$ cat src/rtl/cache_request_arbiter.sv
// cache_request_arbiter: round-robin arbiter that shares the single cache
// controller request path between NUM_REQ CPU-side requesters.
// One transaction at a time: IDLE -> ISSUE -> WAIT -> RESP -> IDLE.
// Optional watchdog on the WAIT state: define CACHE_ARB_WATCHDOG_EN.
module cache_request_arbiter #(
  parameter int NUM_REQ        = 2,
  parameter int ADDRESS_WIDTH  = 32,
  parameter int DATA_WIDTH     = 32,
  parameter int TIMEOUT_CYCLES = 64
) (
  input  logic                             clk,
  input  logic                             reset,
  input  logic [NUM_REQ-1:0]               req,
  input  logic [NUM_REQ-1:0]               req_write,
  input  logic [NUM_REQ*ADDRESS_WIDTH-1:0] req_addr,
  input  logic [NUM_REQ*DATA_WIDTH-1:0]    req_wdata,
  output logic [NUM_REQ-1:0]               req_done,
  output logic [DATA_WIDTH-1:0]            req_rdata,
  output logic                             req_err,
  output logic                             ctrl_request,
  output logic                             ctrl_read,
  output logic                             ctrl_write,
  output logic [ADDRESS_WIDTH-1:0]         ctrl_addr,
  output logic [DATA_WIDTH-1:0]            ctrl_wdata,
  input  logic                             ctrl_done,
  input  logic [DATA_WIDTH-1:0]            ctrl_rdata,
  output logic                             busy
);

  localparam int PTR_W = (NUM_REQ > 1) ? $clog2(NUM_REQ) : 1;

  typedef enum logic [1:0] {
    S_IDLE  = 2'd0,
    S_ISSUE = 2'd1,
    S_WAIT  = 2'd2,
    S_RESP  = 2'd3
  } state_t;

  state_t                     r_state;
  state_t                     w_state_nxt;
  logic [PTR_W-1:0]           r_rr_ptr;
  logic [PTR_W-1:0]           r_winner;
  logic                       r_write;
  logic [ADDRESS_WIDTH-1:0]   r_addr;
  logic [DATA_WIDTH-1:0]      r_wdata;
  logic [DATA_WIDTH-1:0]      r_rdata;

  logic                       w_found;
  logic [PTR_W-1:0]           w_grant;
  int                         w_idx;
  logic                       w_active;
  logic                       w_timeout;

`ifdef CACHE_ARB_WATCHDOG_EN
  localparam int WD_W = $clog2(TIMEOUT_CYCLES + 1);

  logic [WD_W-1:0]            r_wd_cnt;
  logic                       r_err;

  // Watchdog fires on the WAIT cycle in which the count reaches the limit.
  assign w_timeout = (r_state == S_WAIT) &&
                     ((r_wd_cnt + WD_W'(1)) == WD_W'(TIMEOUT_CYCLES));

  // Watchdog counter: cleared while issuing, counts every WAIT cycle.
  always_ff @(posedge clk) begin
    if (reset) begin
      r_wd_cnt <= '0;
    end else if (r_state == S_ISSUE) begin
      r_wd_cnt <= '0;
    end else if (r_state == S_WAIT) begin
      r_wd_cnt <= r_wd_cnt + WD_W'(1);
    end
  end

  // Error flag: set on timeout exit from WAIT, cleared on a normal completion.
  always_ff @(posedge clk) begin
    if (reset) begin
      r_err <= 1'b0;
    end else if (r_state == S_WAIT) begin
      if (ctrl_done)      r_err <= 1'b0;
      else if (w_timeout) r_err <= 1'b1;
    end
  end

  assign req_err = (r_state == S_RESP) && r_err;
`else
  // Watchdog limit has no effect in this build.
  localparam int unused_timeout = TIMEOUT_CYCLES;

  assign w_timeout = 1'b0;
  assign req_err   = 1'b0;
`endif

  // Round-robin search: first set request at or above rr_ptr, wrapping.
  always_comb begin
    w_found = 1'b0;
    w_grant = '0;
    w_idx   = 0;
    for (int k = 0; k < NUM_REQ; k++) begin
      w_idx = int'(r_rr_ptr) + k;
      if (w_idx >= NUM_REQ) w_idx = w_idx - NUM_REQ;
      if (!w_found && req[w_idx]) begin
        w_found = 1'b1;
        w_grant = PTR_W'(w_idx);
      end
    end
  end

  // Next-state logic; a ctrl_done outside WAIT is simply ignored.
  always_comb begin
    w_state_nxt = r_state;
    case (r_state)
      S_IDLE:  if (w_found) w_state_nxt = S_ISSUE;
      S_ISSUE: w_state_nxt = S_WAIT;
      S_WAIT:  if (ctrl_done || w_timeout) w_state_nxt = S_RESP;
      S_RESP:  w_state_nxt = S_IDLE;
      default: w_state_nxt = S_IDLE;
    endcase
  end

  // State register.
  always_ff @(posedge clk) begin
    if (reset) r_state <= S_IDLE;
    else       r_state <= w_state_nxt;
  end

  // Command latch at grant; held untouched until the next grant.
  always_ff @(posedge clk) begin
    if (reset) begin
      r_winner <= '0;
      r_write  <= 1'b0;
      r_addr   <= '0;
      r_wdata  <= '0;
    end else if (r_state == S_IDLE && w_found) begin
      r_winner <= w_grant;
      r_write  <= req_write[w_grant];
      r_addr   <= req_addr[w_grant*ADDRESS_WIDTH +: ADDRESS_WIDTH];
      r_wdata  <= req_wdata[w_grant*DATA_WIDTH +: DATA_WIDTH];
    end
  end

  // Read data capture; a timeout returns zero data.
  always_ff @(posedge clk) begin
    if (reset) begin
      r_rdata <= '0;
    end else if (r_state == S_WAIT) begin
      if (ctrl_done)      r_rdata <= ctrl_rdata;
      else if (w_timeout) r_rdata <= '0;
    end
  end

  // Priority pointer moves just past the winner when its response goes out.
  always_ff @(posedge clk) begin
    if (reset) begin
      r_rr_ptr <= '0;
    end else if (r_state == S_RESP) begin
      r_rr_ptr <= (r_winner == PTR_W'(NUM_REQ - 1)) ? '0 : r_winner + PTR_W'(1);
    end
  end

  // Controller-side outputs: latched command visible from ISSUE through RESP.
  assign w_active     = (r_state != S_IDLE);
  assign busy         = w_active;
  assign ctrl_request = (r_state == S_ISSUE);
  assign ctrl_read    = w_active && !r_write;
  assign ctrl_write   = w_active && r_write;
  assign ctrl_addr    = w_active ? r_addr  : '0;
  assign ctrl_wdata   = w_active ? r_wdata : '0;
  assign req_rdata    = (r_state == S_RESP) ? r_rdata : '0;

  // One-hot completion strobe to the winner during RESP.
  always_comb begin
    req_done = '0;
    if (r_state == S_RESP) req_done[r_winner] = 1'b1;
  end

endmodule

$ cat config.mk
export PLATFORM = sky130hd
export DESIGN_NAME = cache_request_arbiter
export DESIGN_NICKNAME = d
export VERILOG_FILES = /design/src/rtl/cache_request_arbiter.sv
export SDC_FILE = /design/constraint.sdc
export NUM_CORES = 1
export LEC_CHECK = 0
export CORE_MARGIN = 2
export CORE_UTILIZATION = 42
export CTS_BUF_LIST = sky130_fd_sc_hd__clkbuf_8
export CTS_CLUSTER_SIZE = 14
export DETAILED_ROUTE_END_ITERATION = 8
export GPL_TIMING_DRIVEN = 0
export PLACE_DENSITY = 0.84
export SLEW_MARGIN = 20
export SYNTH_ARGS = -nofsm -noshare
export SYNTH_HDL_FRONTEND = slang
export SYNTH_SLANG_ARGS = --single-unit
$ cat constraint.sdc
create_clock -name clk -period 2.1 [get_ports clk]
set_input_delay 0.42 -clock clk [delete_from_list [all_inputs] [get_ports clk]]
set_output_delay 0.42 -clock clk [all_outputs]
set_load 0.02 [all_outputs]
==> impl_metrics.env <==
export IMPL_wl_per_cell_um=16.7
export IMPL_synth_top_area_frac=0.377
export IMPL_syn_to_final_growth_pct=55.7
export IMPL_synth_cells=658
export IMPL_cp_slowest_stage_delay_ns=0.41
export IMPL_hpwl_um=14000
export IMPL_p_clk_frac=0.145
export IMPL_grt_pass1_wl_um=27900
export IMPL_vdd_drop_max_v=0.000478
export IMPL_ys_flop_type="dfxtp_1"
export IMPL_reg2reg_depth=8
export IMPL_fin_worst_skew_ns=0.0105
export IMPL_drive_above_1_share=0.239
export IMPL_drtIter0Drc=288
export IMPL_grt_usage=0.263
export IMPL_cts_root_buf="clkbuf_8"
export IMPL_setup_viol=0
export IMPL_cts_sinks=101
export IMPL_hold_violations=0
export IMPL_antenna_found_initial=0
export IMPL_port_buffers=267
export IMPL_synth_distinct_cells=29
export IMPL_cp_cell_sequence="inv_4, ha_4, buf_12, buf_4, nor2b_1, buf_2"
export IMPL_nets=1113
export IMPL_rsz0062_at_grt="yes"
export IMPL_min_path_type="register to register"
export IMPL_die_area_mm2=0.0137
export IMPL_clock_latency_ns=0.37
export IMPL_cts_hold_buf=0
export IMPL_critPathLaunchType="register"
export IMPL_initial_core_util=0.427
export IMPL_place_gp_congestion=0.855
export IMPL_yosysWarnings=0
export IMPL_multi_input_area_mm2=0.00306
export IMPL_wirelength_um=18700
export IMPL_yosysMostFrequentCell="dfxtp_1"
export IMPL_cts_max_level=3
export IMPL_yosysTopAreaCell="dfxtp_1"
export IMPL_register_area_mm2=0.00203
export IMPL_maxSlewViolCount=0
export IMPL_utilization=0.665
export IMPL_async_flop_share=0
export IMPL_synth_edf_count=0
export IMPL_via_per_inst=5.18
export IMPL_yosysSeqAreaShare=0.377
export IMPL_design_area_mm2=0.00836
export IMPL_path_class="register to primary output"
export IMPL_maxCapViolCount=0
export IMPL_die_width_um=117
export IMPL_tightest_slew_ns=0.737
export IMPL_status="finished clean"
export IMPL_yosys_top_cells_area="dfxtp_1 38%, a311oi_2 14%, nor2b_1 7.5%"
export IMPL_diodes=0
export IMPL_placedCellCount=1097
export IMPL_clock_path_buffers=2
export IMPL_period_share=0.982
export IMPL_comb_power_share=0.553
export IMPL_synth_seq_cells=101
export IMPL_clkTransAtPathRegs_ns=0.11
export IMPL_syn_avg_cell_area_um2=8.16
export IMPL_required_ns=1.68
export IMPL_syn_area_mm2=0.00537
export IMPL_route_vias_total=5792
export IMPL_core_mm2=0.0126
export IMPL_intPower_w=0.00521
export IMPL_placed_area_mm2=0.00826
export IMPL_relSlewSlack=0.509
export IMPL_holdPathStages=2
export IMPL_p_leak_nw=3.24
export IMPL_fmaxAchievable_ghz=0.485
export IMPL_drc=0
export IMPL_slowest_stage="dfxtp_4"
export IMPL_grt_overflow_total=0
export IMPL_cp_max_fo=10
export IMPL_cts_tree="built"
export IMPL_synth_commonest_cells="101 x dfxtp_1, 69 x nor2_1, 65 x nand2_1, 65 x nand3_1, 64 x nor2b_1"
export IMPL_grt_pass1_vias=5503
export IMPL_grt_max_degree=19
export IMPL_power_net_switching_w=0.00385
export IMPL_critPathCaptureType="primary output"
export IMPL_syn_num_nets=830
export IMPL_final_cell_count_no_fill=1118
export IMPL_rows=41
export IMPL_dr_pass1_iters=4
export IMPL_fill_cells=1121
export IMPL_finalCriticalPeriod_ns=2.06
export IMPL_worstPathArrival_ns=1.64
export IMPL_ios=270
export IMPL_p_sw_frac=0.425
export IMPL_power_frac_seq=0.301
export IMPL_die_y_um=117
export IMPL_cellPowerDensity_mw_per_mm2=1080
export IMPL_postRouteAntennaNets=0
export IMPL_cts_buffers=9
## stage by stage
step / power, W / setup WS (ns) / hold slack (ns) / setup TNS (ns)
after global routing: 0.00961 / -0.000893 / 0.479 / -0.000893
final: 0.00906 / 0.0376 / 0.454 / 0
after detailed placement: 0.00753 / -0.890 / 0.442 / -33.12
after global placement: 0.00746 / -0.877 / 0.437 / -31.46
after CTS: 0.00888 / -0.0157 / 0.457 / -0.0208
after floorplan: 0.00568 / 0.188 / 0.432 / 0
## timing repair
item | in CTS | in global routing
pin swaps | 1 | 1
resized for setup | 343 | 86
setup endpoints to repair | 101 | 74
buffers inserted | 4 | 0
gates cloned | 1 | 1
## area by class of cell
| class | instances | share of cell area |
|---|---|---|
| Buffer | 72 | 0.0495 |
| Clock buffer | 9 | 0.0148 |
| Clock inverter | 7 | 0.00943 |
| Inverter | 5 | 0.00284 |
| Multi-Input combinational cell | 480 | 0.366 |
| Sequential cell | 101 | 0.243 |
| Tap cell | 172 | 0.0257 |
| Timing Repair Buffer | 272 | 0.289 |
## path summary, 6_finish.rpt
path              endpoint  slack (ns)        start
max          ctrl_addr[19]        0.04   r_state[1]
min            r_rdata[11]        0.45  r_rdata[11]
max reg2reg     r_addr[21]        0.40   r_state[0]
min reg2reg    r_rdata[11]        0.45  r_rdata[11]
## critical path: cells and delay by family (launching register included)
family / cells / cell delay [ns]
adder cells (fa/ha/maj): 1 / 0.17
buffers and inverters: 4 / 0.55
flip-flops: 1 / 0.41
AND/OR/NAND/NOR: 1 / 0.13
## state kept, by name, summed over array words and instances, names as in the netlist
| name | cells |
|---|---|
| r_addr | 32 |
| r_rdata | 32 |
| r_wdata | 32 |
| r_state | 2 |
| r_rr_ptr | 1 |
| r_winner | 1 |
| r_write | 1 |
## power groups by stage
stage | clock, W | combinational [W] | sequential, W
global placement | 0 | 0.00474 | 0.00272
global route | 0.00140 | 0.00543 | 0.00278
CTS | 0.00133 | 0.00483 | 0.00272
finish | 0.00132 | 0.00501 | 0.00273
floorplan | 0 | 0.00302 | 0.00266
detailed placement | 0 | 0.00479 | 0.00274
## cells by family (layout without fill, tap and decap cells)
group | count (synthesis) | after routing | synth area share
mux | 1 | 1 | 0.00186
buf+inv | 77 | 365 | 0.0680
simple gates | 305 | 305 | 0.279
flops | 101 | 101 | 0.377
fa+ha+maj | 5 | 5 | 0.0116
other cells | 1 | 1 | 0.000698
compound gates | 168 | 168 | 0.263
## cell usage in the layout, fill, tap and decap left out, drive strengths merged, types with 2 or more instances in the layout
cell           instances
a21oi                 33
a311oi                65
and2                  34
and2b                  3
buf                  108
clkbuf                57
clkdlybuf4s15         18
clkdlybuf4s50        165
clkinv                 2
dfxtp                101
dlygate4sd2            4
ha                     5
inv                    9
nand2                 65
nand2b                 3
nand3                 65
nor2                  69
nor2b                 64
o21a                   2
o21ai                 66
## per-layer routing
metal,up-vias,GRT usage,wire [um]
li1,2853,-,-
met1,2710,0.311,7680
met2,202,0.467,9230
met3,27,0.0618,1380
met4,0,0.0902,409
met5,-,0,0
Power figures use the tool's default switching activity.
